===== config.mk =====
export PLATFORM = sky130hd
export DESIGN_NAME = mmio_settle_monitor
export DESIGN_NICKNAME = d
export VERILOG_FILES = /design/src/rtl/mmio_settle_monitor.sv
export SDC_FILE = /design/constraint.sdc
export NUM_CORES = 1
export LEC_CHECK = 0
export BUFFER_PORTS_ARGS = -buffer_cell sky130_fd_sc_hd__buf_4
export CORE_ASPECT_RATIO = 1.5
export CORE_MARGIN = 2
export CORE_UTILIZATION = 35
export DETAILED_ROUTE_END_ITERATION = 8
export PLACE_DENSITY_LB_ADDON = 0.25
export SETUP_SLACK_MARGIN = 0.2
export SLEW_MARGIN = 30
export SYNTH_ARGS = -nofsm -noshare
export SYNTH_HDL_FRONTEND = slang
export SYNTH_SLANG_ARGS = --single-unit
export TNS_END_PERCENT = 10

===== constraint.sdc =====
create_clock -name i_clk -period 4.4 [get_ports i_clk]
set_input_delay 0.66 -clock i_clk [delete_from_list [all_inputs] [get_ports i_clk]]
set_output_delay 0.66 -clock i_clk [all_outputs]
set_load 0.1 [all_outputs]

===== src/rtl/mmio_settle_monitor.sv =====
// mmio_settle_monitor: snoops stores to MMIO output registers and checks that
// each observed output port settles to the stored (masked) value in MAX_LAT cycles.
// Ports:
//   i_clk, i_rst           clock, synchronous active-high reset
//   i_clr                  clear counters, sticky flags and first-error snapshot
//   i_en                   arm enable for new stores
//   i_st_vld/addr/wdata    store bus snoop
//   i_obs                  observed ports, channel i in slice i
//   o_busy                 channel checker waiting for a match
//   o_err_sticky           channel timed out since reset/clear
//   o_pass_pulse/err_pulse registered one-cycle completion pulses
//   o_pass_cnt/err_cnt     saturating totals
//   o_first_err_*          snapshot of the first timeout
module mmio_settle_monitor #(
    parameter int NUM_CH = 4,
    parameter int DATA_W = 32,
    parameter int ADDR_W = 32,
    parameter logic [NUM_CH*ADDR_W-1:0] CH_ADDR =
        {32'h7024, 32'h7020, 32'h7010, 32'h7000},
    parameter logic [NUM_CH*DATA_W-1:0] CH_MASK =
        {32'h7F7F7F7F, 32'h7F7F7F7F, 32'hFFFFFFFF, 32'hFFFFFFFF},
    parameter int MAX_LAT = 4,
    parameter int CNT_W = 16,
    localparam int CH_W = (NUM_CH > 1) ? $clog2(NUM_CH) : 1
) (
    input  logic                     i_clk,
    input  logic                     i_rst,
    input  logic                     i_clr,
    input  logic                     i_en,
    input  logic                     i_st_vld,
    input  logic [ADDR_W-1:0]        i_st_addr,
    input  logic [DATA_W-1:0]        i_st_wdata,
    input  logic [NUM_CH*DATA_W-1:0] i_obs,
    output logic [NUM_CH-1:0]        o_busy,
    output logic [NUM_CH-1:0]        o_err_sticky,
    output logic [NUM_CH-1:0]        o_pass_pulse,
    output logic [NUM_CH-1:0]        o_err_pulse,
    output logic [CNT_W-1:0]         o_pass_cnt,
    output logic [CNT_W-1:0]         o_err_cnt,
    output logic                     o_first_err_vld,
    output logic [CH_W-1:0]          o_first_err_ch,
    output logic [DATA_W-1:0]        o_first_err_exp,
    output logic [DATA_W-1:0]        o_first_err_obs
);

    // Popcount of up to 16 same-edge events fits in 5 bits.
    localparam int PC_W = 5;

    typedef enum logic {S_IDLE, S_WAIT} st_t;

    st_t               st_q  [NUM_CH];
    st_t               st_d  [NUM_CH];
    logic [DATA_W-1:0] exp_q [NUM_CH];
    logic [DATA_W-1:0] exp_d [NUM_CH];
    logic [7:0]        age_q [NUM_CH];
    logic [7:0]        age_d [NUM_CH];
    logic [DATA_W-1:0] obs_m [NUM_CH];
    logic [NUM_CH-1:0] arm;
    logic [NUM_CH-1:0] pass_ev;
    logic [NUM_CH-1:0] err_ev;

    logic              fe_hit;
    logic [CH_W-1:0]   fe_ch;
    logic [DATA_W-1:0] fe_exp;
    logic [DATA_W-1:0] fe_obs;

    function automatic logic [PC_W-1:0] popc(input logic [NUM_CH-1:0] v);
        logic [PC_W-1:0] c;
        c = '0;
        for (int i = 0; i < NUM_CH; i++) c = c + PC_W'(v[i]);
        return c;
    endfunction

    function automatic logic [CNT_W-1:0] sat_add(
        input logic [CNT_W-1:0] a,
        input logic [PC_W-1:0]  b
    );
        logic [CNT_W+PC_W-1:0] s;
        s = (CNT_W+PC_W)'(a) + (CNT_W+PC_W)'(b);
        if (s > (CNT_W+PC_W)'({CNT_W{1'b1}})) return '1;
        return s[CNT_W-1:0];
    endfunction

    // Completion is evaluated before arming so a completion on the
    // re-arm edge is still recorded, and the new check overrides state.
    always_comb begin
        arm     = '0;
        pass_ev = '0;
        err_ev  = '0;
        for (int i = 0; i < NUM_CH; i++) begin
            obs_m[i] = i_obs[i*DATA_W +: DATA_W]
                     & CH_MASK[i*DATA_W +: DATA_W];
            arm[i]   = i_en & i_st_vld
                     & (i_st_addr == CH_ADDR[i*ADDR_W +: ADDR_W]);
            st_d[i]  = st_q[i];
            exp_d[i] = exp_q[i];
            age_d[i] = age_q[i];
            case (st_q[i])
                S_WAIT: begin
                    if (obs_m[i] == exp_q[i]) begin
                        pass_ev[i] = 1'b1;
                        st_d[i]    = S_IDLE;
                    end else if (age_q[i] == 8'(MAX_LAT - 1)) begin
                        err_ev[i] = 1'b1;
                        st_d[i]   = S_IDLE;
                    end else begin
                        age_d[i] = age_q[i] + 8'd1;
                    end
                end
                default: ;
            endcase
            if (arm[i]) begin
                st_d[i]  = S_WAIT;
                exp_d[i] = i_st_wdata & CH_MASK[i*DATA_W +: DATA_W];
                age_d[i] = '0;
            end
        end
    end

    // Descending scan so the lowest timed-out channel wins.
    always_comb begin
        fe_hit = |err_ev;
        fe_ch  = '0;
        fe_exp = '0;
        fe_obs = '0;
        for (int i = NUM_CH - 1; i >= 0; i--) begin
            if (err_ev[i]) begin
                fe_ch  = CH_W'(i);
                fe_exp = exp_q[i];
                fe_obs = obs_m[i];
            end
        end
    end

    always_comb begin
        for (int i = 0; i < NUM_CH; i++) o_busy[i] = (st_q[i] == S_WAIT);
    end

    always_ff @(posedge i_clk) begin
        for (int i = 0; i < NUM_CH; i++) begin
            if (i_rst) begin
                st_q[i]  <= S_IDLE;
                exp_q[i] <= '0;
                age_q[i] <= '0;
            end else begin
                st_q[i]  <= st_d[i];
                exp_q[i] <= exp_d[i];
                age_q[i] <= age_d[i];
            end
        end
    end

    // Clear drops same-edge events but leaves the checkers running.
    always_ff @(posedge i_clk) begin
        if (i_rst || i_clr) begin
            o_pass_pulse    <= '0;
            o_err_pulse     <= '0;
            o_err_sticky    <= '0;
            o_pass_cnt      <= '0;
            o_err_cnt       <= '0;
            o_first_err_vld <= 1'b0;
            o_first_err_ch  <= '0;
            o_first_err_exp <= '0;
            o_first_err_obs <= '0;
        end else begin
            o_pass_pulse <= pass_ev;
            o_err_pulse  <= err_ev;
            o_err_sticky <= o_err_sticky | err_ev;
            o_pass_cnt   <= sat_add(o_pass_cnt, popc(pass_ev));
            o_err_cnt    <= sat_add(o_err_cnt, popc(err_ev));
            if (!o_first_err_vld && fe_hit) begin
                o_first_err_vld <= 1'b1;
                o_first_err_ch  <= fe_ch;
                o_first_err_exp <= fe_exp;
                o_first_err_obs <= fe_obs;
            end
        end
    end

endmodule


==> impl_metrics.py <==
metrics = {
    "worst_setup_path": {
        "cp_cell_sequence": "xor2_1, nor4_2, nand4_1, nor3_1, fa_1, inv_1, fa_1, inv_1, fa_1, and3_1, and3_1, and3_1, buf_4, nor3b_1, nor3_1",
        "crit_slowest_cell": "fa_1",
        "worst_setup_path_end_kind": "register",
        "critPathMaxFanout": 4,
        "worstReg2RegEnd": "o_pass_cnt[15]",
        "r2r_cells": 15,
        "crit_type": "register to register",
        "worstPathRequired_ps": 4830,
        "critical_path.max_stage_delay_ps": 450,
        "rrSetupSlack_ps": 360,
        "arrival_ps": 4470,
        "crit_end": "o_pass_cnt[15]",
        "startpoint": "exp_q[0][24]",
        "crit_path_start_kind": "register",
        "reg2reg_from": "exp_q[0][24]",
    },
    "routing": {
        "drc": 0,
        "vias": 13200,
        "dr.pass1.iters": 6,
        "final_antenna_net_count": 0,
        "dr.first_iter.drc_count": 1254,
        "drt-total-wl_mm": 51.1,
        "wl_per_cell_um": 20.8,
        "via_per_inst": 5.38,
    },
    "place": {
        "dp_slack_ps": -267,
        "gp_congestion": 0.916,
        "place_inst": 2408,
        "dp.final_hpwl_mm": 36.9,
        "io_buffers": 303,
        "dpl-instance-area_sq_um": 16200,
    },
    "global_route": {
        "grt_pass1_wl_mm": 75.7,
        "use_met2_pct": 42.5,
        "globalRoute.busiestLayer": "met2",
        "use_met1_pct": 30.0,
        "grt_pass1_vias": 12500,
        "grt_max_degree": 131,
        "track_usage_pct": 25.0,
        "grtUsageMet3_pct": 3.35,
        "globalRouteOverflowTotal": 0,
        "antenna_found_initial": 1,
    },
    "synthesis": {
        "synth_largest_area_cell": "dfxtp_1",
        "synth-main-ff-cell": "dfxtp_1",
        "syn_area_per_cell_sq_um": 7.89,
        "synth_nets": 1892,
        "ys_seq_elements": 267,
        "synth_cell_type_count": 50,
        "synthTopCellsByArea": "dfxtp_1 40%, nand2_1 11%, a21oi_1 6.2%",
        "synth_seq_area_share_pct": 40.2,
        "synth_area_sq_um": 13300,
        "syn_inst": 1683,
        "async_flop_share_pct": 0,
        "yosysWarnings": 0,
        "synth_edf_count": 0,
        "yosysTopAreaCellShare_pct": 40.2,
    },
    "timing": {
        "slew_violations": 0,
        "tightest_slew_ps": 884,
        "setup_ws_ps": 365,
        "period_share_pct": 91.7,
        "rsz0062_at_grt": "false",
        "clock_skew_ps": 39.7,
        "setup_violations": 0,
        "layout_min_cycle_time_ps": 4040,
        "finalHoldViolCount": 0,
        "fmax_mhz": 248,
        "slew_headroom_pct": 40.9,
    },
    "floorplanning": {
        "start_util_pct": 35.4,
        "core_region_area_sq_um": 37600,
        "rows": 87,
        "pin_count": 312,
        "dieHeight_um": 243,
        "fp.dieW_um": 163,
        "die-area_sq_um": 39600,
    },
    "finish": {
        "areaGrowthSynthToFinish_pct": 29.4,
        "fin_area_sq_um": 17200,
        "drive_gt1_share_pct": 21.8,
        "stdcell_count": 2461,
        "final_nets": 2158,
        "fill_cells": 3767,
        "final_util_pct": 45.8,
    },
    "power": {
        "power.density_nw_per_um2": 306,
        "ir_drop_uv": 332,
        "p_leak_nw": 6.36,
    },
    "clock_tree": {
        "cts_sinks": 267,
        "postCtsSetupRepairBufs": 0,
        "ctsRootBufferMaster": "clkbuf_16",
        "cts_resized": 2,
        "htree_levels": 1,
        "clock_path_buffers": 3,
        "cts_buffers": 28,
        "cts_hold_buf": 0,
        "clk_latency_ps": 580,
        "clk_pin_slew_ps": 70,
        "tritoncts": "done",
    },
    "min_path": {
        "worst_hold_path_type": "primary input to register",
    },
    "flow_run": {
        "max_cap_viol_count": 0,
    },
    "run_status": {
        "status": "complete, no violations",
    },
}
## sequential cells by signal, summed over array words and instances (netlist names)
signal           flops
st_q                 4
o_first_err_ch       2
o_err_cnt           16
age_q               32
o_pass_cnt          16
o_err_sticky         4
o_err_pulse          4
o_first_err_exp     32
exp_q              120
o_first_err_obs     32
o_pass_pulse         4
o_first_err_vld      1
## critical path: cells and delay by family, from the launching register on
family                     cells  cell delay, ps
xor gates and xnor gates       1             270
adders and majority gates      3            1040
buffers and inverters          3             290
DFF                            1             340
and+or+nand+nor                8            1990
## stage by stage
stage | hold slack, ps | TNS (ps) | total power, mW
floorplan | 451 | 0 | 2.56
global placement | 456 | -3780 | 2.82
detailed placement | 464 | -4160 | 2.82
CTS | 323 | 0 | 5.30
global route | 337 | 0 | 5.41
finish | 339 | 0 | 5.26
## routing by layer
| layer | vias up | wire (um) |
|---|---|---|
| met4 | 0 | 2970 |
| met5 | - | 0 |
| met1 | 6227 | 19700 |
| met2 | 558 | 25100 |
| met3 | 110 | 3400 |
| li1 | 6350 | - |
## Yosys cell counts (10+ instances only)
cell / n
a31oi_1: 57
nand2_1: 388
nand4_1: 39
or3b_1: 56
clkbuf_1: 112
a311o_1: 53
nor4_1: 27
nor2_1: 126
a21oi_1: 165
inv_1: 13
nor3_1: 13
nand3_1: 24
o21ai_0: 27
xor2_1: 91
nor3b_1: 10
xnor2_1: 77
o21ai_1: 38
dfxtp_1: 267
## area by class of cell
cell class	count	area (sq um)	area share, %
tap	489	612	3.56
clock buffer	45	865	5.03
multi-input combinational	1276	7470	43.5
inverter	15	58.8	0.342
sequential	267	5350	31.1
timing repair buffer	361	2740	15.9
clock inverter	7	96.3	0.561
antenna	1	2.50	0.0146
## power by group
part / switching, mW / internal, mW / leakage, nW
clock: 1.04 / 1.46 / 0.476
combinational: 0.192 / 0.160 / 3.74
sequential: 0.000000000107 / 2.42 / 2.15
## cell usage in the layout (no fill, tap or decap), drive strengths merged, types with 9 or more instances in the layout
master / count
a211oi: 9
a21oi: 165
a311o: 53
a31oi: 57
buf: 361
clkbuf: 45
dfxtp: 267
inv: 15
nand2: 388
nand3: 24
nand4: 39
nor2: 126
nor3: 13
nor3b: 10
nor4: 27
o21ai: 66
or3b: 56
xnor2: 77
xor2: 91
## worst min-delay path by stage
stage                                from         endpoint  slack [ps]  depth (start not counted)
final                      i_st_wdata[15]     exp_q[0][15]         340                          3
after global routing        i_st_wdata[7]      exp_q[0][7]         340                          3
after CTS                  i_st_wdata[15]     exp_q[0][15]         320                          3
after detailed placement  o_err_sticky[2]  o_err_sticky[2]         460                          2
after global placement    o_err_sticky[0]  o_err_sticky[0]         460                          2
after floorplan               exp_q[3][0]      exp_q[3][0]         450                          2
## kinds of logic (layout without fill, tap and decap cells)
family          after synthesis  in the layout  synth area share (%)
simple gates                726            726                  25.6
xor+xnor                    168            168                  11.1
mux                           6              6                 0.452
buf+inv                     140            428                  4.29
flops                       267            267                  40.2
other cells                   0              1                     0
compound gates              364            364                  16.9
fa+ha+maj                    12             12                  1.47
No activity file was read; power rests on OpenSTA's default activity.
